$ cat config.mk
export PLATFORM = sky130hd
export DESIGN_NAME = shift_arbiter
export DESIGN_NICKNAME = d
export VERILOG_FILES = /design/src/rtl/shift_pkg.sv /design/src/rtl/shift_core_32.sv /design/src/rtl/shift_arbiter.sv
export SDC_FILE = /design/constraint.sdc
export NUM_CORES = 1
export LEC_CHECK = 0
export ABC_AREA = 1
export BUFFER_PORTS_ARGS = -buffer_cell sky130_fd_sc_hd__buf_2
export CAP_MARGIN = 40
export CORE_ASPECT_RATIO = 0.5
export CORE_MARGIN = 3
export CORE_UTILIZATION = 55
export DETAILED_ROUTE_END_ITERATION = 16
export PLACE_DENSITY = 0.82
export RECOVER_POWER = 100
export SYNTH_ARGS = -nofsm -noshare
export SYNTH_HDL_FRONTEND = slang
export SYNTH_SLANG_ARGS = --single-unit
$ cat constraint.sdc
create_clock -name clock -period 2.2 [get_ports clock]
set_input_delay 0.44 -clock clock [delete_from_list [all_inputs] [get_ports clock]]
set_output_delay 0.44 -clock clock [all_outputs]
set_load 0.005 [all_outputs]
$ cat src/rtl/shift_pkg.sv
// Shared definitions for the shift arbiter: op and port encodings plus
// the result-register state type.
package shift_pkg;

  localparam int  DATA_W  = 32;
  localparam int  SHAMT_W = 5;

  localparam logic OP_SLL   = 1'b0;
  localparam logic OP_SRA   = 1'b1;

  localparam logic PORT_ALU = 1'b0;
  localparam logic PORT_MD  = 1'b1;

  typedef enum logic {
    EMPTY = 1'b0,
    FULL  = 1'b1
  } res_state_e;

endpackage : shift_pkg

$ cat src/rtl/shift_core_32.sv
// Combinational 32-bit logarithmic shifter: five mux stages (1/2/4/8/16),
// SLL zero-fills from bit 0, SRA fills with the original sign bit.
module shift_core_32
  import shift_pkg::*;
(
  input  logic [DATA_W-1:0]  data_i,
  input  logic [SHAMT_W-1:0] shamt_i,
  input  logic               op_i,
  output logic [DATA_W-1:0]  data_o
);

  logic              is_sra;
  logic              fill;
  logic [DATA_W-1:0] s0;
  logic [DATA_W-1:0] s1;
  logic [DATA_W-1:0] s2;
  logic [DATA_W-1:0] s3;
  logic [DATA_W-1:0] s4;

  assign is_sra = (op_i == OP_SRA);
  assign fill   = is_sra ? data_i[31] : 1'b0;

  // Each stage either passes through or shifts by its power of two; the
  // SRA direction pulls the fill bit in from the top.
  assign s0 = !shamt_i[0] ? data_i :
              is_sra      ? {fill, data_i[31:1]} :
                            {data_i[30:0], 1'b0};

  assign s1 = !shamt_i[1] ? s0 :
              is_sra      ? {{2{fill}}, s0[31:2]} :
                            {s0[29:0], 2'b00};

  assign s2 = !shamt_i[2] ? s1 :
              is_sra      ? {{4{fill}}, s1[31:4]} :
                            {s1[27:0], 4'h0};

  assign s3 = !shamt_i[3] ? s2 :
              is_sra      ? {{8{fill}}, s2[31:8]} :
                            {s2[23:0], 8'h00};

  assign s4 = !shamt_i[4] ? s3 :
              is_sra      ? {{16{fill}}, s3[31:16]} :
                            {s3[15:0], 16'h0000};

  assign data_o = s4;

endmodule : shift_core_32

$ cat src/rtl/shift_arbiter.sv
// Two-port round-robin front end to a shared shift core, with a single
// registered result stage that supports backpressure.
module shift_arbiter
  import shift_pkg::*;
#(
  parameter int TAG_W = 4
) (
  input  logic               clock,
  input  logic               reset,

  input  logic               req0_valid,
  output logic               req0_ready,
  input  logic [DATA_W-1:0]  req0_data,
  input  logic [SHAMT_W-1:0] req0_shamt,
  input  logic               req0_op,
  input  logic [TAG_W-1:0]   req0_tag,

  input  logic               req1_valid,
  output logic               req1_ready,
  input  logic [DATA_W-1:0]  req1_data,
  input  logic [SHAMT_W-1:0] req1_shamt,
  input  logic               req1_op,
  input  logic [TAG_W-1:0]   req1_tag,

  output logic               out_valid,
  input  logic               out_ready,
  output logic [DATA_W-1:0]  out_data,
  output logic               out_id,
  output logic [TAG_W-1:0]   out_tag
);

  res_state_e         state_q, state_d;
  logic               last_grant_q, last_grant_d;
  logic [DATA_W-1:0]  data_q, data_d;
  logic               id_q, id_d;
  logic [TAG_W-1:0]   tag_q, tag_d;

  logic               can_accept;
  logic               grant0;
  logic               grant1;
  logic               accept;
  logic               sel_port;
  logic [DATA_W-1:0]  sel_data;
  logic [SHAMT_W-1:0] sel_shamt;
  logic               sel_op;
  logic [TAG_W-1:0]   sel_tag;
  logic [DATA_W-1:0]  shift_out;

  // A draining result frees the register in the same cycle it is taken.
  assign can_accept = (state_q == EMPTY) || out_ready;

  // Contested cycles go to the port that did not win last time.
  assign grant0 = req0_valid && (!req1_valid || (last_grant_q == PORT_MD));
  assign grant1 = req1_valid && (!req0_valid || (last_grant_q == PORT_ALU));

  assign req0_ready = grant0 && can_accept;
  assign req1_ready = grant1 && can_accept;
  assign accept     = req0_ready || req1_ready;

  assign sel_port  = grant1 ? PORT_MD : PORT_ALU;
  assign sel_data  = grant1 ? req1_data  : req0_data;
  assign sel_shamt = grant1 ? req1_shamt : req0_shamt;
  assign sel_op    = grant1 ? req1_op    : req0_op;
  assign sel_tag   = grant1 ? req1_tag   : req0_tag;

  shift_core_32 u_core (
    .data_i  (sel_data),
    .shamt_i (sel_shamt),
    .op_i    (sel_op),
    .data_o  (shift_out)
  );

  // Result register next state; data is held (not cleared) when it drains.
  always_comb begin
    state_d      = state_q;
    last_grant_d = last_grant_q;
    data_d       = data_q;
    id_d         = id_q;
    tag_d        = tag_q;
    if (accept) begin
      state_d      = FULL;
      last_grant_d = sel_port;
      data_d       = shift_out;
      id_d         = sel_port;
      tag_d        = sel_tag;
    end else if (out_ready) begin
      state_d      = EMPTY;
    end
  end

  // last_grant resets to port 1 so port 0 wins the first contest.
  always_ff @(posedge clock or posedge reset) begin
    if (reset) begin
      state_q      <= EMPTY;
      last_grant_q <= PORT_MD;
      data_q       <= '0;
      id_q         <= PORT_ALU;
      tag_q        <= '0;
    end else begin
      state_q      <= state_d;
      last_grant_q <= last_grant_d;
      data_q       <= data_d;
      id_q         <= id_d;
      tag_q        <= tag_d;
    end
  end

  assign out_valid = (state_q == FULL);
  assign out_data  = data_q;
  assign out_id    = id_q;
  assign out_tag   = tag_q;

endmodule : shift_arbiter

==> impl_metrics.json, run 1 <==
{
  "status": "finished with violations",
  "violations": "negative setup slack",
  "gp_congestion": 1.04,
  "synth_nets": 1069,
  "worst_pin_slew_ns": 0.968,
  "drt-vias-per-instance": 6.33,
  "synthSimpleGateAreaFrac": 0.653,
  "end_kind": "register",
  "p_total_mw": 5.53,
  "crit_arrival_ns": 2.75,
  "relSlewSlack": 0.355,
  "path_common_cell": "nand2_1",
  "critPathBufInv": 2,
  "syn_to_final_growth_pct": 41.9,
  "final_cell_count_no_fill": 1247,
  "min_path_cells": 3,
  "crit_path_max_incr_delay_ns": 0.59,
  "crit_required_ns": 2.37,
  "root_buffer": "clkbuf_16",
  "synth_cell_types": 28,
  "fin_crit_sh": 1.17,
  "drv_slew": 0,
  "synth_top_family_by_area": "simple AND/OR/NAND/NOR gates",
  "antenna_found_initial": 0,
  "finalWirelength_mm": 22.4,
  "synth_area_um2": 5140,
  "drive_gt1_frac": 0.342,
  "crit_chain": "nand2_8, buf_12, nand3b_1, nand2_4, buf_12, nand3_1, nand3_2, nand2_1, nand3_2, nand2_1, nand2_1, nand2_1, nand3_2, nand2_1, nand2_1, nand3_1, nand2_1",
  "leakagePower_nw": 4.10,
  "die_w_um": 143,
  "rows": 24,
  "dieArea_um2": 10600,
  "synth_mux_area_frac": 0,
  "clock_latency_ns": 0.29,
  "grt_start_max_net_pins": 40,
  "synth_top_area_cell": "nand2_1",
  "path_delay_family": "simple AND/OR/NAND/NOR gates",
  "cts_buffers": 5,
  "die_y_um": 74.3,
  "synth_compound_area_frac": 0.0597,
  "power-per-cell-area_nw_per_um2": 759,
  "hold_violations": 0,
  "critPathLaunchType": "register",
  "grt_usage": 0.384,
  "drc": 0,
  "post_drt_wl_per_cell_um": 18.0,
  "clock_path_buffers": 2,
  "synth_top_area_frac": 0.365,
  "worst_hold_path.endpoint": "out_tag[3]",
  "cp_slowest_cell": "dfstp_2",
  "ys_warn_count": 0,
  "hold_start": "req0_tag[3]",
  "synth_fa_ha_area_frac": 0,
  "grt_pass1_wl_mm": 33.0,
  "rr_startpoint": "last_grant_q",
  "path_max_fanout": 18,
  "nNetsFinal": 1218,
  "synth_area_leaders": "nand2_1 37%, nand3_1 21%, dfrtp_1 19%",
  "antenna_cells": 0,
  "first_global_vias": 6568,
  "synthCells": 980,
  "io_pins": 129,
  "reg2reg_depth": 17,
  "synthXorXnorAreaFrac": 0,
  "start_util": 0.578,
  "synth_edf_count": 0,
  "layout_common_cells": "438 x nand2_1, 125 x nand3_1, 106 x buf_2, 82 x nand3_2, 64 x nand2_2",
  "rsz0062_at_grt": "true",
  "holdBufCountCts": 0,
  "ys_async_sr_fraction": 1.00,
  "setup_slack_ns": -0.384,
  "cts_num_sinks": 39,
  "grt_overflow": 0,
  "vias": 7899,
  "first_pass_iters": 6,
  "io_buffers": 128,
  "cap_violations": 0,
  "coreArea_um2": 8890,
  "r2r_end": "out_data[31]",
  "cts_tree": "done",
  "r2r_slack_ns": -0.38,
  "setup_viol": 32,
  "worstSetupPathType": "register to register",
  "first_iter_violations": 1171,
  "fin_crit_ns": 2.58,
  "final.setup_skew_ns": 0.00510,
  "fmax_mhz": 387,
  "synth-main-ff-cell": "dfrtp_1",
  "antenna_left": 0,
  "synth-seq-cells": 39,
  "avgSynthCellArea_um2": 5.24,
  "path_clk_slew_ns": 0.06,
  "dpl.hpwl_mm": 15.0,
  "ir_worst_vdd_mv": 0.368,
  "placedCellCount": 1230,
  "htreeDepth": 2,
  "mostFrequentLayoutCell": "nand2_1",
  "hp-class": "input pin to register",
  "synth-seq-area-share": 0.190
}
-- power by group --
group          leakage [nW]  switching (mW)  internal, mW  total (mW)
logic                  3.54            2.27          1.30        3.57
registers             0.475           0.154         0.976        1.13
clock network        0.0838           0.301         0.535       0.836
-- metal layers --
layer	vias to the layer above	part of all wire	track usage	wire length (um)
li1	3488	-	-	-
met5	-	0	0	0
met2	735	0.41	0.595	9230
met1	3525	0.40	0.549	8990
met4	0	0.051	0.132	1150
met3	151	0.14	0.0636	3060
-- repair_timing --
action	CTS	global route
pin swaps	19	27
resized for setup	114	87
setup buffers	6	2
gates cloned	1	0
setup endpoints to repair	33	32
-- area by class of cell --
| class | count | area [um^2] |
|---|---|---|
| clock inverters | 3 | 43.8 |
| clock buffers | 5 | 125 |
| multi-input cells | 846 | 4470 |
| flip-flops and latches | 39 | 977 |
| repair buffers | 208 | 1420 |
| well taps | 117 | 146 |
| fillers | 598 | 1600 |
| inverters | 29 | 109 |
-- metrics by stage --
stage	util	setup slack [ns]	hold WS [ns]	cell area (um^2)	TNS, ns
floorplan	-	0.159	0.456	5140	0
global placement	0.702	-0.477	0.456	6240	-11.44
detailed placement	0.702	-0.521	0.467	6240	-13.05
CTS	0.785	-0.220	0.290	6980	-4.33
global route	0.820	-0.458	0.421	7290	-12.64
finish	0.820	-0.384	0.418	7290	-9.39
-- cells in the mapped netlist, types with 5 or more instances --
library cell	instances
nand2_1	500
nand3_1	218
dfrtp_1	38
buf_2	37
nor2_1	35
inv_1	24
a21oi_1	20
o21ai_1	17
nand4_1	16
buf_4	11
o21ai_0	8
buf_6	7
buf_1	6
clkbuf_1	6
nand2_2	6
a31oi_1	5
inv_2	5
-- flip-flops by register name (all words and copies together) (netlist names) --
name,count
out_valid,1
out_data,32
out_tag,4
out_id,1
last_grant_q,1
-- worst max path at each step --
stage | cells past startpoint | slack, ns | endpoint | startpoint
5_1_grt | 16 | -0.46 | out_data[21] | last_grant_q
3_3_place_gp | 18 | -0.48 | out_data[31] | req0_valid
2_1_floorplan | 17 | 0.16 | out_data[30] | last_grant_q
3_5_place_dp | 18 | -0.52 | out_data[31] | req0_valid
4_1_cts | 17 | -0.22 | out_data[31] | last_grant_q
6_report | 17 | -0.38 | out_data[31] | last_grant_q
-- worst register-to-register path, stage by stage, from the launching register on --
cell      delay (ns)
dfstp_2         0.59
nand2_8         0.09
buf_12          0.15
nand3b_1        0.14
nand2_4         0.12
buf_12          0.17
nand3_1         0.10
nand3_2         0.15
nand2_1         0.13
nand3_2         0.12
nand2_1         0.12
nand2_1         0.06
nand2_1         0.11
nand3_2         0.13
nand2_1         0.10
nand2_1         0.06
nand3_1         0.07
nand2_1         0.06
-- kinds of logic after synthesis --
family | count (synthesis)
AO/OA/AOI/OAI | 55
buffers and inverters | 96
flip-flops | 39
AND/OR/NAND/NOR | 790
(Power assumes the default switching activity.)
==> run 2: changes to the inputs <==
--- a/config.mk
+++ b/config.mk
@@ -6,13 +6,14 @@
 export NUM_CORES = 1
 export LEC_CHECK = 0
 export ABC_AREA = 1
-export BUFFER_PORTS_ARGS = -buffer_cell sky130_fd_sc_hd__buf_2
 export CAP_MARGIN = 40
 export CORE_ASPECT_RATIO = 0.5
 export CORE_MARGIN = 3
 export CORE_UTILIZATION = 55
 export DETAILED_ROUTE_END_ITERATION = 16
-export PLACE_DENSITY = 0.82
+export DONT_BUFFER_PORTS = 1
+export GPL_ROUTABILITY_DRIVEN = 0
+export PLACE_DENSITY = 0.7
 export RECOVER_POWER = 100
 export SYNTH_ARGS = -nofsm -noshare
 export SYNTH_HDL_FRONTEND = slang
==> run 2 against run 1 <==
  * The flow still finishes with violations (negative setup slack)
  * Fmax up 1.9%
  * Die area unchanged
  * Utilization down 1.8 points
  * Clock power down 11%
  * First-iteration DRC count up 16%
  * Sequential power up 7%
  * Non-clock buffer count down 115
  * Clock-buffer cell count up 3
  * Highest routed layer unchanged
==> impl_metrics.json, run 2 (synthesis gave the netlist of run 1 again) <==
{
  "status": "finished with violations",
  "violations": "negative setup slack",
  "path_delay_family": "simple AND/OR/NAND/NOR gates",
  "drive_gt1_frac": 0.330,
  "grt_pass1_wl_mm": 30.4,
  "cts_buffers": 5,
  "layout_common_cells": "416 x nand2_1, 119 x nand3_1, 90 x nand3_2, 83 x nand2_2, 57 x buf_4",
  "root_buffer": "clkbuf_16",
  "crit_required_ns": 2.41,
  "hold_violations": 0,
  "nNetsFinal": 1104,
  "rr_startpoint": "last_grant_q",
  "start_util": 0.578,
  "drv_slew": 0,
  "mostFrequentLayoutCell": "nand2_1",
  "dieArea_um2": 10600,
  "finalWirelength_mm": 22.9,
  "io_pins": 129,
  "grt_start_max_net_pins": 43,
  "crit_chain": "nand2_8, nand3b_1, nand2_4, buf_12, nor2_4, buf_12, clkbuf_16, nand2_2, nand2_2, nand2_1, nand3_2, nand2_1, o21ai_2, nand2_1, o21ai_1",
  "crit_arrival_ns": 2.74,
  "antenna_left": 0,
  "path_common_cell": "nand2_1",
  "utilization": 0.802,
  "clockPowerShare": 0.138,
  "reg2reg_depth": 15,
  "largest_reg_flops": 32,
  "io_buffers": 0,
  "grt_usage": 0.356,
  "switchingPower_mw": 2.68,
  "fmax_mhz": 394,
  "crit_path_max_incr_delay_ns": 0.58,
  "worst_hold_path.endpoint": "last_grant_q",
  "hold_start": "req0_valid",
  "path_max_fanout": 8,
  "leakagePower_nw": 3.79,
  "final.setup_skew_ns": 0.00247,
  "die_w_um": 143,
  "p_total_mw": 5.39,
  "coreArea_um2": 8890,
  "cp_slowest_cell": "dfstp_2",
  "grt_overflow": 0,
  "rsz0062_at_grt": "true",
  "first_global_vias": 5921,
  "placed_area_um2": 5570,
  "hp-class": "input pin to register",
  "stdcell_area_um2": 7130,
  "cts_num_sinks": 39,
  "drc": 0,
  "r2r_end": "out_data[23]",
  "clock_path_buffers": 2,
  "rows": 24,
  "antenna_cells": 0,
  "die_y_um": 74.3,
  "setup_viol": 32,
  "first_iter_violations": 1356,
  "clock_latency_ns": 0.28,
  "htreeDepth": 2,
  "place_ws_ns": -0.361,
  "p_comb_frac": 0.638,
  "vias": 7566,
  "syn_to_final_growth_pct": 38.8,
  "setup_slack_ns": -0.336,
  "path_clk_slew_ns": 0.05,
  "r2r_slack_ns": -0.34,
  "relSlewSlack": 0.361,
  "drt-vias-per-instance": 6.68,
  "dpl.hpwl_mm": 13.8,
  "fin_crit_sh": 1.15,
  "critPathLaunchType": "register",
  "critPathBufInv": 3,
  "worst_pin_slew_ns": 0.958,
  "first_pass_iters": 7,
  "worstSetupPathType": "register to register",
  "power_frac_seq": 0.224,
  "internal-power_mw": 2.71,
  "min_path_cells": 3,
  "swShare": 0.497,
  "post_drt_wl_per_cell_um": 20.2,
  "antenna_found_initial": 0,
  "power-per-cell-area_nw_per_um2": 756,
  "cap_violations": 0,
  "end_kind": "register",
  "cts_tree": "done",
  "fin_crit_ns": 2.54,
  "ir_worst_vdd_mv": 0.365,
  "tns_ns": -8.04
}
run 2: cell type report:
cell class | count | area (um^2)
clock buffer | 8 | 156
fill | 616 | 1760
inverter | 29 | 111
multi-input combinational | 847 | 4650
sequential | 39 | 977
tap | 117 | 146
timing repair buffer | 93 | 1080
run 2: timing repair:
| item | CTS | global route |
|---|---|---|
| hold buffers | 0 | 0 |
| endpoints found under the setup margin | 32 | 32 |
| buffers inserted | 7 | 6 |
| pin swaps | 39 | 45 |
| gates cloned | 7 | 4 |
| gates resized for setup | 133 | 130 |
run 2: how the worst max path moves through the flow:
stage	startpoint	end	slack, ns	depth (start not counted)
floorplan	last_grant_q	out_data[30]	0.16	17
global placement	last_grant_q	out_data[21]	-0.28	16
detailed placement	last_grant_q	out_data[31]	-0.36	17
CTS	last_grant_q	out_data[9]	-0.16	16
global route	last_grant_q	out_data[24]	-0.44	17
finish	last_grant_q	out_data[23]	-0.34	15
run 2: power groups by stage:
stage	combinational, mW	clock, mW	sequential (mW)
after CTS	2.86	0.751	1.21
after global routing	3.67	0.783	1.25
after global placement	2.43	0	1.21
after floorplan	1.78	0	1.14
after detailed placement	2.46	0	1.22
final	3.44	0.744	1.21
run 2: worst reg2reg max path, cell delays in order, from the launching register on:
cell and delay (ns):
dfstp_2 0.58, nand2_8 0.13, nand3b_1 0.17, nand2_4 0.08, buf_12 0.15, nor2_4 0.21
buf_12 0.14, clkbuf_16 0.15, nand2_2 0.09, nand2_2 0.10, nand2_1 0.07, nand3_2 0.13
nand2_1 0.11, o21ai_2 0.16, nand2_1 0.07, o21ai_1 0.12
run 2: metal layers:
| metal | vias up | global-route usage | wire, um |
|---|---|---|---|
| met5 | - | 0 | 0 |
| li1 | 3264 | - | - |
| met1 | 3326 | 0.516 | 8860 |
| met3 | 193 | 0.0816 | 3280 |
| met4 | 0 | 0.0980 | 1300 |
| met2 | 783 | 0.533 | 9430 |
run 2: per-stage QoR:
stage | hold slack (ns) | cells
6_report | 0.309 | 1133
5_1_grt | 0.322 | 1133
4_1_cts | 0.183 | 1124
3_5_place_dp | 0.475 | 1102
3_3_place_gp | 0.469 | 1102
2_1_floorplan | 0.456 | 980
==> run 3: changes to the inputs <==
--- a/config.mk
+++ b/config.mk
@@ -8,13 +8,13 @@
 export ABC_AREA = 1
 export CAP_MARGIN = 40
 export CORE_ASPECT_RATIO = 0.5
-export CORE_MARGIN = 3
+export CORE_MARGIN = 5
 export CORE_UTILIZATION = 55
 export DETAILED_ROUTE_END_ITERATION = 16
 export DONT_BUFFER_PORTS = 1
 export GPL_ROUTABILITY_DRIVEN = 0
 export PLACE_DENSITY = 0.7
-export RECOVER_POWER = 100
+export RECOVER_POWER = 25
 export SYNTH_ARGS = -nofsm -noshare
 export SYNTH_HDL_FRONTEND = slang
 export SYNTH_SLANG_ARGS = --single-unit
==> constraint.sdc (replaced) <==
create_clock -name clock -period 2.88 [get_ports clock]
set_input_delay 0.576 -clock clock [delete_from_list [all_inputs] [get_ports clock]]
set_output_delay 0.576 -clock clock [all_outputs]
set_load 0.005 [all_outputs]
==> run 3 against run 2 <==
  * The flow finishes with violations (max-capacitance violations, max-slew violations)
  * First-iteration DRC count is 31% lower
  * Clock power is 13% lower
  * Non-clock buffer count is 60 lower
  * Sequential share of layout area is 4.5 points higher
  * Cell area is 25% lower
  * Clock skew hardly changed
  * Flip-flop and latch count stayed put
  * Clock-buffer cell count is 2 lower
  * Total power is 37% lower
  * Fmax is 1.5% lower
  * Via count is 15% lower
==> impl_metrics.json, run 3 (synthesis gave the netlist of run 1 again) <==
{
  "setup_viol": 0,
  "post-cts-setup-buffers": 0,
  "cts_num_sinks": 39,
  "holdBufCountCts": 0,
  "clock_latency_ns": 0.28,
  "cap_violations": 1,
  "drt-vias-per-instance": 6.01,
  "placed_area_um2": 5170,
  "drive_gt1_frac": 0.0691,
  "hp-class": "input pin to register",
  "post_drt_wl_per_cell_um": 16.5,
  "place_ws_ns": 0.144,
  "first_pass_iters": 5,
  "rr_startpoint": "last_grant_q",
  "fin_crit_sh": 0.894,
  "first_iter_violations": 942,
  "r2r_end": "out_data[29]",
  "rows": 24,
  "nNetsFinal": 1043,
  "die_y_um": 78.3,
  "drv_slew": 40,
  "cts_buffers": 5,
  "final.setup_skew_ns": 0.00219,
  "violations": "max-capacitance violations, max-slew violations",
  "root_buffer": "clkbuf_16",
  "power-per-cell-area_nw_per_um2": 630,
  "end_kind": "register",
  "path_clk_slew_ns": 0.06,
  "syn_to_final_growth_pct": 4.55,
  "die_w_um": 147,
  "critPathLaunchType": "register",
  "tns_ns": 0,
  "worst_pin_slew_ns": 2.12,
  "grt_pass1_wl_mm": 28.3,
  "clock_path_buffers": 2,
  "finalWirelength_mm": 17.7,
  "hold_violations": 0,
  "antenna_left": 0,
  "dieArea_um2": 11500,
  "cts_resized": 0,
  "coreArea_um2": 8920,
  "drc": 0,
  "setup_slack_ns": 0.305,
  "layout_common_cells": "500 x nand2_1, 218 x nand3_1, 38 x dfrtp_1, 35 x nor2_1, 28 x buf_4",
  "final_cell_count_no_fill": 1072,
  "start_util": 0.576,
  "grt_usage": 0.296,
  "worstSetupPathType": "register to register",
  "first_global_vias": 5456,
  "io_pins": 129,
  "largest_reg_flops": 32,
  "antenna_cells": 0,
  "fmax_mhz": 388,
  "crit_arrival_ns": 2.79,
  "io_buffers": 0,
  "mostFrequentLayoutCell": "nand2_1",
  "critPathCapture": "out_data[29]",
  "startpoint": "last_grant_q",
  "r2r_slack_ns": 0.30,
  "placedCellCount": 1063,
  "rsz0062_at_grt": "false",
  "vias": 6444,
  "whs_ns": 0.444,
  "path_max_fanout": 17,
  "dpl.hpwl_mm": 14.0,
  "relSlewSlack": -0.414,
  "grt_start_max_net_pins": 54,
  "cts_tree": "done",
  "status": "finished with violations",
  "grt_overflow": 0,
  "reg2reg_depth": 17,
  "leakagePower_nw": 2.87,
  "htreeDepth": 2,
  "crit_required_ns": 3.10,
  "fillCellCount": 962,
  "ir_worst_vdd_mv": 0.249,
  "antenna_found_initial": 0,
  "fin_crit_ns": 2.58,
  "stdcell_area_um2": 5370
}
run 3: metal layers:
layer  global-route usage  routed length, um
met1                0.470               8400
met2                0.390               6690
met3               0.0817               2350
met4               0.0535                214
met5                    0                  0
run 3: stage by stage:
| stage | utilization | total power [mW] |
|---|---|---|
| 2_1_floorplan | - | 2.23 |
| 3_3_place_gp | 0.580 | 2.66 |
| 3_5_place_dp | 0.580 | 2.68 |
| 4_1_cts | 0.599 | 3.33 |
| 5_1_grt | 0.602 | 3.66 |
| 6_report | 0.602 | 3.38 |
run 3: final cells by class:
type	instances	area (um^2)	area share
Clock inverter	2	35.0	0.00652
Sequential cell	39	977	0.182
Multi-Input combinational cell	846	3690	0.687
Tap cell	117	146	0.0273
Inverter	29	109	0.0203
Clock buffer	6	139	0.0259
Timing Repair Buffer	33	277	0.0515
run 3: worst max-delay path, cell delays in order, from the launching register on:
cell	delay [ns]
dfstp_2	0.56
nand2_4	0.13
nand2_8	0.15
nand2_1	0.09
o21ai_2	0.08
inv_2	0.07
nor2_2	0.20
buf_4	0.26
nand2_1	0.09
nand3_1	0.15
nand2_1	0.06
nand3_1	0.16
nand2_1	0.07
nand3_1	0.13
nand2_1	0.07
nand2_1	0.06
nand3_1	0.09
nand2_1	0.08
run 3: how the worst min path moves through the flow:
stage	from	endpoint	slack, ns	cells after the start
after floorplan	last_grant_q	last_grant_q	0.46	2
after global placement	last_grant_q	last_grant_q	0.47	2
after detailed placement	last_grant_q	last_grant_q	0.47	2
final	req0_valid	last_grant_q	0.44	3
after global routing	req0_tag[2]	out_tag[2]	0.45	2
after CTS	reset	out_data[4]	0.32	2
run 3: power breakdown:
part	internal [mW]	total [mW]	switching, mW
registers	0.747	0.931	0.184
logic	0.562	1.81	1.24
clock network	0.430	0.645	0.215
total	1.74	3.38	1.64
